[src/rtl/eq_gain_writer.sv]
// Byte-serial register-write initiator for the equalizer register map.
// Optional broadcast of one gain to every band: define EQ_GAIN_WRITER_BROADCAST_EN.
module eq_gain_writer #(
   parameter int GAIN_WIDTH = 24,
   parameter int ADDR_WIDTH = 31,
   parameter int NUM_BANDS  = 10
) (
   input  logic                  clk,
   input  logic                  rst,
   input  logic                  cmd_valid,
   output logic                  cmd_ready,
   input  logic [3:0]            cmd_sel,
   input  logic [GAIN_WIDTH-1:0] cmd_data,
   output logic                  we,
   output logic [ADDR_WIDTH-1:0] addr,
   output logic [7:0]            wr_data,
   output logic                  busy,
   output logic                  done,
   output logic                  err
);

   localparam int NBYTES = GAIN_WIDTH / 8;
   localparam int BW     = (NBYTES > 1) ? $clog2(NBYTES) : 1;
   localparam logic [BW-1:0] LAST_BYTE = BW'(NBYTES - 1);

   typedef enum logic [1:0] {IDLE, WRITE, FINISH} state_t;

   state_t                  state_q;
   logic                    ready_q, we_q, busy_q, done_q, err_q;
   logic [ADDR_WIDTH-1:0]   addr_q;
   logic [7:0]              wr_data_q;
   logic [BW-1:0]           byte_q;
   logic [GAIN_WIDTH-1:0]   gain_q;
`ifdef EQ_GAIN_WRITER_BROADCAST_EN
   localparam int BCW = (NUM_BANDS > 1) ? $clog2(NUM_BANDS) : 1;
   logic [BCW-1:0]          bands_left_q;
`endif

   logic                    accept, sel_cfg, sel_band, sel_bcast;
   logic [ADDR_WIDTH-1:0]   start_addr;
   logic [BW-1:0]           byte_nxt;

   function automatic logic [7:0] pick_byte(input logic [GAIN_WIDTH-1:0] w,
                                            input logic [BW-1:0] k);
      return 8'(w >> {k, 3'b000});
   endfunction

   always_comb begin
      accept     = cmd_valid && ready_q;
      sel_cfg    = (cmd_sel == 4'd0);
      sel_band   = (cmd_sel != 4'd0) && (int'(cmd_sel) <= NUM_BANDS);
`ifdef EQ_GAIN_WRITER_BROADCAST_EN
      sel_bcast  = (cmd_sel == 4'hF);
`else
      sel_bcast  = 1'b0;
`endif
      start_addr = ADDR_WIDTH'(NBYTES) * (ADDR_WIDTH'(cmd_sel) - ADDR_WIDTH'(1)) + ADDR_WIDTH'(1);
      byte_nxt   = byte_q + BW'(1);
   end

   // Gain word is pure data: captured on accept, never reset.
   always_ff @(posedge clk) begin
      if (accept) gain_q <= cmd_data;
   end

   always_ff @(posedge clk or negedge rst) begin
      if (!rst) begin
         state_q   <= IDLE;
         ready_q   <= 1'b0;
         we_q      <= 1'b0;
         busy_q    <= 1'b0;
         done_q    <= 1'b0;
         err_q     <= 1'b0;
         addr_q    <= '0;
         wr_data_q <= '0;
         byte_q    <= '0;
`ifdef EQ_GAIN_WRITER_BROADCAST_EN
         bands_left_q <= '0;
`endif
      end else begin
         done_q <= 1'b0;
         err_q  <= 1'b0;
         case (state_q)
            IDLE, FINISH: begin
               we_q    <= 1'b0;
               busy_q  <= 1'b0;
               ready_q <= 1'b1;
               state_q <= IDLE;
               if (accept) begin
                  if (sel_cfg || sel_band || sel_bcast) begin
                     state_q   <= WRITE;
                     ready_q   <= 1'b0;
                     we_q      <= 1'b1;
                     busy_q    <= 1'b1;
                     wr_data_q <= cmd_data[7:0];
                     addr_q    <= sel_cfg ? '0 : (sel_bcast ? ADDR_WIDTH'(1) : start_addr);
                     // Configuration is a one-byte write: start on the last byte.
                     byte_q    <= sel_cfg ? LAST_BYTE : '0;
`ifdef EQ_GAIN_WRITER_BROADCAST_EN
                     bands_left_q <= sel_bcast ? BCW'(NUM_BANDS - 1) : '0;
`endif
                  end else begin
                     err_q <= 1'b1;
                  end
               end
            end
            WRITE: begin
               if (byte_q == LAST_BYTE) begin
`ifdef EQ_GAIN_WRITER_BROADCAST_EN
                  if (bands_left_q != '0) begin
                     bands_left_q <= bands_left_q - BCW'(1);
                     byte_q       <= '0;
                     addr_q       <= addr_q + ADDR_WIDTH'(1);
                     wr_data_q    <= gain_q[7:0];
                  end else begin
                     state_q <= FINISH;
                     we_q    <= 1'b0;
                     busy_q  <= 1'b0;
                     done_q  <= 1'b1;
                     ready_q <= 1'b1;
                  end
`else
                  state_q <= FINISH;
                  we_q    <= 1'b0;
                  busy_q  <= 1'b0;
                  done_q  <= 1'b1;
                  ready_q <= 1'b1;
`endif
               end else begin
                  byte_q    <= byte_nxt;
                  addr_q    <= addr_q + ADDR_WIDTH'(1);
                  wr_data_q <= pick_byte(gain_q, byte_nxt);
               end
            end
            default: state_q <= IDLE;
         endcase
      end
   end

   assign cmd_ready = ready_q;
   assign we        = we_q;
   assign addr      = addr_q;
   assign wr_data   = wr_data_q;
   assign busy      = busy_q;
   assign done      = done_q;
   assign err       = err_q;

endmodule
[config.mk]
export PLATFORM = sky130hd
export DESIGN_NAME = eq_gain_writer
export DESIGN_NICKNAME = d
export VERILOG_FILES = /design/src/rtl/eq_gain_writer.sv
export SDC_FILE = /design/constraint.sdc
export NUM_CORES = 1
export LEC_CHECK = 0
export CORE_UTILIZATION = 63
export DETAILED_ROUTE_END_ITERATION = 6
export DONT_BUFFER_PORTS = 1
export MAX_ROUTING_LAYER = met4
export PLACE_DENSITY_LB_ADDON = 0.2
export SYNTH_ARGS = -nofsm -noshare
export SYNTH_HDL_FRONTEND = slang
export SYNTH_SLANG_ARGS = --single-unit
[constraint.sdc]
create_clock -name clk -period 2.74 [get_ports clk]
set_clock_uncertainty 0.2 [all_clocks]
set_input_delay 0.137 -clock clk [delete_from_list [all_inputs] [get_ports clk]]
set_output_delay 0.137 -clock clk [all_outputs]
set_load 0.01 [all_outputs]
; Yosys cells after proc, flatten, opt, wreduce, memory -nomap -nowiden
; Index checks and enable logic that the tools add are counted.
[totals]
register_bits = 71
input_bits = 31
out_inout_bits = 44
word_cells = 63
[op_classes]
add_sub_neg = 4
n_mul = 1
magnitude_cmp = 1
eq_ne = 7
shifts = 1
mux = 30
reduce_logical = 10
[ops]
columns = op, n
row1 = $mux 31, 4
row2 = $pmux 31 s2, 1
row3 = $add 31x1->31 const B, 1
row4 = $mux 8, 3
row5 = $shr 24x5->8, 1
row6 = $pmux 8 s2, 1
row7 = $mux 1, 12
row8 = $mux 2, 5
row9 = $add 8x2->9 const B, 1
row10 = $mul 3x5->8 const A, 1
row11 = $ne 2x2->1 const B, 4
row12 = $pmux 2 s2, 2
row13 = $sub 4x1->5 const B, 1
row14 = $eq 2x2->1 const B, 2
row15 = $le 4x4->1 const B, 1
row16 = $logic_not 4->1, 1
row17 = $pmux 1 s2, 2
row18 = $reduce_and 4->1, 1
row19 = $reduce_bool 4->1, 1
row20 = $add 2x1->2 const B, 1
row21 = $eq 2x1->1 const B, 1
row22 = $logic_and 1x1->1, 2
row23 = $logic_not 2->1, 1
row24 = $reduce_and 2->1, 1
row25 = other kinds (3), 3

; Depth between registers and ports, before layout
[depth]
ltp_word = 7
mapped_depth = 12
depth_no_buf = 11

; Worst setup path before layout
; Ideal clock, no wire load.
[synth_timing]
path_type = input -> register
start = input cmd_sel[0]
end = register addr_q[25] (netlist: addr[25])
setup_ps = 116
arrival_ps = 2409
required_time_ps = 2424
slack_ps = 15
path_stages = 10
n_path_buf = 0
cell_sequence = inv_1 ha_1 xor2_1 ha_1 ha_1 a21oi_1 o211ai_1 nor4_1 nand2_1 o311ai_0
[synth_between]
elab_chain_len = 7
elab_cells_between_ends = 14
cone_classes = add/sub: 2 / mul: 1 / order compare: 1 / eq/ne: 1 / mux: 4 / reduce/logical: 5
[synth_lines]
columns = item, line_no
row1 = start: declaration, 12  ; input logic [3:0] cmd_sel,
row2 = $sub 4x1->5, 57  ; start_addr = ADDR_WIDTH'(NBYTES) * (ADDR_WIDTH'(cmd_sel) - ADDR_WIDTH'(1)) + ADDR_WIDTH'(1);
row3 = $mul 3x5->8, 57
row4 = $add 8x2->9, 57
row5 = $mux 31, 96  ; addr_q <= sel_cfg ? '0 : (sel_bcast ? ADDR_WIDTH'(1) : start_addr);
row6 = $mux 31, 90  ; if (sel_cfg || sel_band || sel_bcast) begin
row7 = $mux 31, 89  ; if (accept) begin
row8 = $pmux 31 s2, 83  ; case (state_q)
row9 = end signal: assignment, 96
row10 = end signal: assignment, 131  ; addr_q <= addr_q + ADDR_WIDTH'(1);
row11 = end: declaration, 30  ; logic [ADDR_WIDTH-1:0] addr_q;
; Several ways; a longest one is shown, not always the timed one. The select of a mux whose other input is x is not followed.
; A chain may end at the register's enable or synchronous reset.

; Final worst setup path
[layout_timing]
start = input cmd_sel[2]
end = register addr_q[6] (netlist: addr[6])
; Same word-level chain as after synthesis.

==> run metrics <==
status finished clean; die width 80.42 um; first-pass GRT wire length 15.11 mm; Placer Congestion 0.8931; post-route ant nets 0; Cell Count Post-Placement 452; Worst IR Drop VDD 0.6559 mV; Area Overhead vs Synth 16.99%; DR pass1 iterations 5; Hold Crit Class in2async; most used cell, CP ha_1; Mapped Area 3874 um2; crit-path max cell delay 0.42 ns; Finished Cell Area 4532 um2; Residual DRC 0; WS Path Type in2reg; clk_lat worst skew 0.36 ns; initial cell density of the core 65.43%; cts repair resizes 0; Final Non-Filler Cells 498; syn_nets 426; Top Metal Used met4; Register-to-Register Path Depth 6; fillers 391; CTS Root Cell clkbuf_8; # setup viols final 0; ys async rst share 66.20%; worst-path maximum fanout 12; clk sink count 71; DRT met1 WL 3.850 mm; post-synthesis sequential area ratio 48.97%; Worst path slowest cell or4_1; number of global-route vias before repair 3,084; pin count of the biggest net entering global routing 59; CTS tree built; diode count 0; crit-path cells nor3_1 > xor2_1 > ha_1 > ha_1 > nand3_1 > o211ai_1 > or4_1 > buf_4 > o311a_1 > o21ai_0; EDFF count, synth 24; Die ar. 6467 um2; Lkg Pwr 1.841 nW; register area 1897 um2; syn_area_per_cell 10.14 um2; total CTS buffers 9; antenna violations before repair 0; RSZ-0062 raised after global routing false; met2 WL 5.090 mm; predominant post-synthesis flop cell dfrtp_1; vias per cell 6.622; final WL 9.873 mm; CTS H-tree depth 3; placed inst area 3990 um2; minimum clock period 2.494 ns; commonest non-fill, non-tap cell in the layout dfrtp_1; commonest cells after routing, fill and taps aside dfrtp_1, o21ai_0, dlygate4sd3_1, nand2_1, edfxtp_1; clock buffer depth 2; share of cells above drive strength 1 12.29%; Least-Margin Pin Slew 0.7548 ns; # rows 28; final net count 462; Max Freq 400.9 MHz; Max-slew headroom 49.68%; Synthesis Warnings 0; Via Count 3,298; Critical Path AT 2.57 ns; Max-cap violations 0; Cell Pwr Density 1001 nW/um2; Die H 80.42 um; CP Capture Type flop; post-synthesis instance total 382; Post-DP HPWL 5.976 mm; Final period util 91.04%; startpoint type of the worst setup path input pin; core area 5921 um2; total track usage 32.98%; Critical Path RT 2.81 ns; Final Hold Vio Count 0; fin. max-slew vios 0; multi-input logic area 1815 um2; input/output buffers 0; num ports 75; Reg clk slew, reported paths 0.08 ns; Distinct cells, synth 63; WL per Instance 19.83 um; DR iter-0 viols 282; met3 WL 660 um; post-synthesis register bit count 71; Overflow after GRT 0
cell type report:
class                   count  area share [%]
well taps                  75           2.071
flip-flops and latches     71           41.86
inverters                  13           1.077
clock buffers              11           3.589
multi-input cells         275           40.06
repair buffers             48           9.994
clock inverters             5           1.353
registers in the layout (all words and copies together), names as in the netlist:
name,cells
state_q,2
gain_q,24
byte_q,2
done,1
err,1
cmd_ready,1
wr_data,8
busy,1
addr,31
worst max-delay path: cells and delay by family:
kind | cells | cell delay (ns)
and+or+nand+nor | 3 | 0.72
buffers and inverters | 1 | 0.20
adders and majority gates | 2 | 0.72
xor gates and xnor gates | 1 | 0.40
AOI/OAI and AO/OA | 3 | 0.39
power by group:
group	switching, mW	internal (mW)
clock network	0.434	0.507
logic	1.07	0.639
registers	0.461	1.43
total	1.96	2.57
layer usage:
metal | global-route usage [%] | up-vias
met1 | 36.49 | 1584
met4 | 14.11 | 0
met3 | 9.432 | 29
met5 | - | -
met2 | 55.51 | 150
li1 | - | 1535
cell families (layout without fill, tap and decap cells):
group	after synthesis	after routing	synth area share [%]
AO/OA/AOI/OAI	118	118	19.87
AND/OR/NAND/NOR	130	130	18.77
flip-flops	71	71	48.97
XOR/XNOR	6	6	1.357
buffers and inverters	36	77	4.360
multiplexers	8	8	2.293
adder cells (fa/ha/maj)	13	13	4.393
worst paths after layout:
kind | end | slack (ns) | from
max in group asynchronous | byte_q[1] | 2.01 | rst
worst min-delay path | state_q[0] | 0.10 | rst
worst max-delay path | addr[6] | 0.25 | cmd_sel[2]
worst max register to register | addr[25] | 0.31 | cmd_ready
min in group clk | busy | 0.10 | cmd_valid
worst min register to register | wr_data[7] | 0.37 | wr_data[7]
cell usage after synthesis (all sizes together), types with 8 or more instances:
master / count / area share, %
inv: 13 / 1.3
a221o: 8 / 2.1
o21ai: 50 / 6.5
nand3: 24 / 3.2
ha: 12 / 3.9
clkbuf: 15 / 1.5
nor3: 11 / 1.4
nand2: 28 / 2.7
buf: 8 / 1.6
a21oi: 17 / 2.2
edfxtp: 24 / 19
nand4: 11 / 2.5
dfrtp: 47 / 30
nor2: 20 / 1.9
through the flow:
stage	utilization, %	setup WS [ns]	TNS, ns	power [mW]	hold WS, ns
3_3_place_gp	67.39	0.1079	0	3.414	-0.3576
4_1_cts	76.54	0.2769	0	4.483	0.04364
6_report	76.54	0.2456	0	4.534	0.1018
2_1_floorplan	-	0.01516	0	3.083	-0.3586
5_1_grt	76.54	0.1098	0	4.803	0.1326
3_5_place_dp	67.39	-0.03801	-0.1670	3.496	-0.3577
repair_timing:
action	4_1_cts	5_1_grt
setup endpoints to repair	0	0
hold buffers	30	0
setup buffers	0	0
endpoints found under the hold margin	82	0
Note: power is estimated with default switching activity, not from simulation.
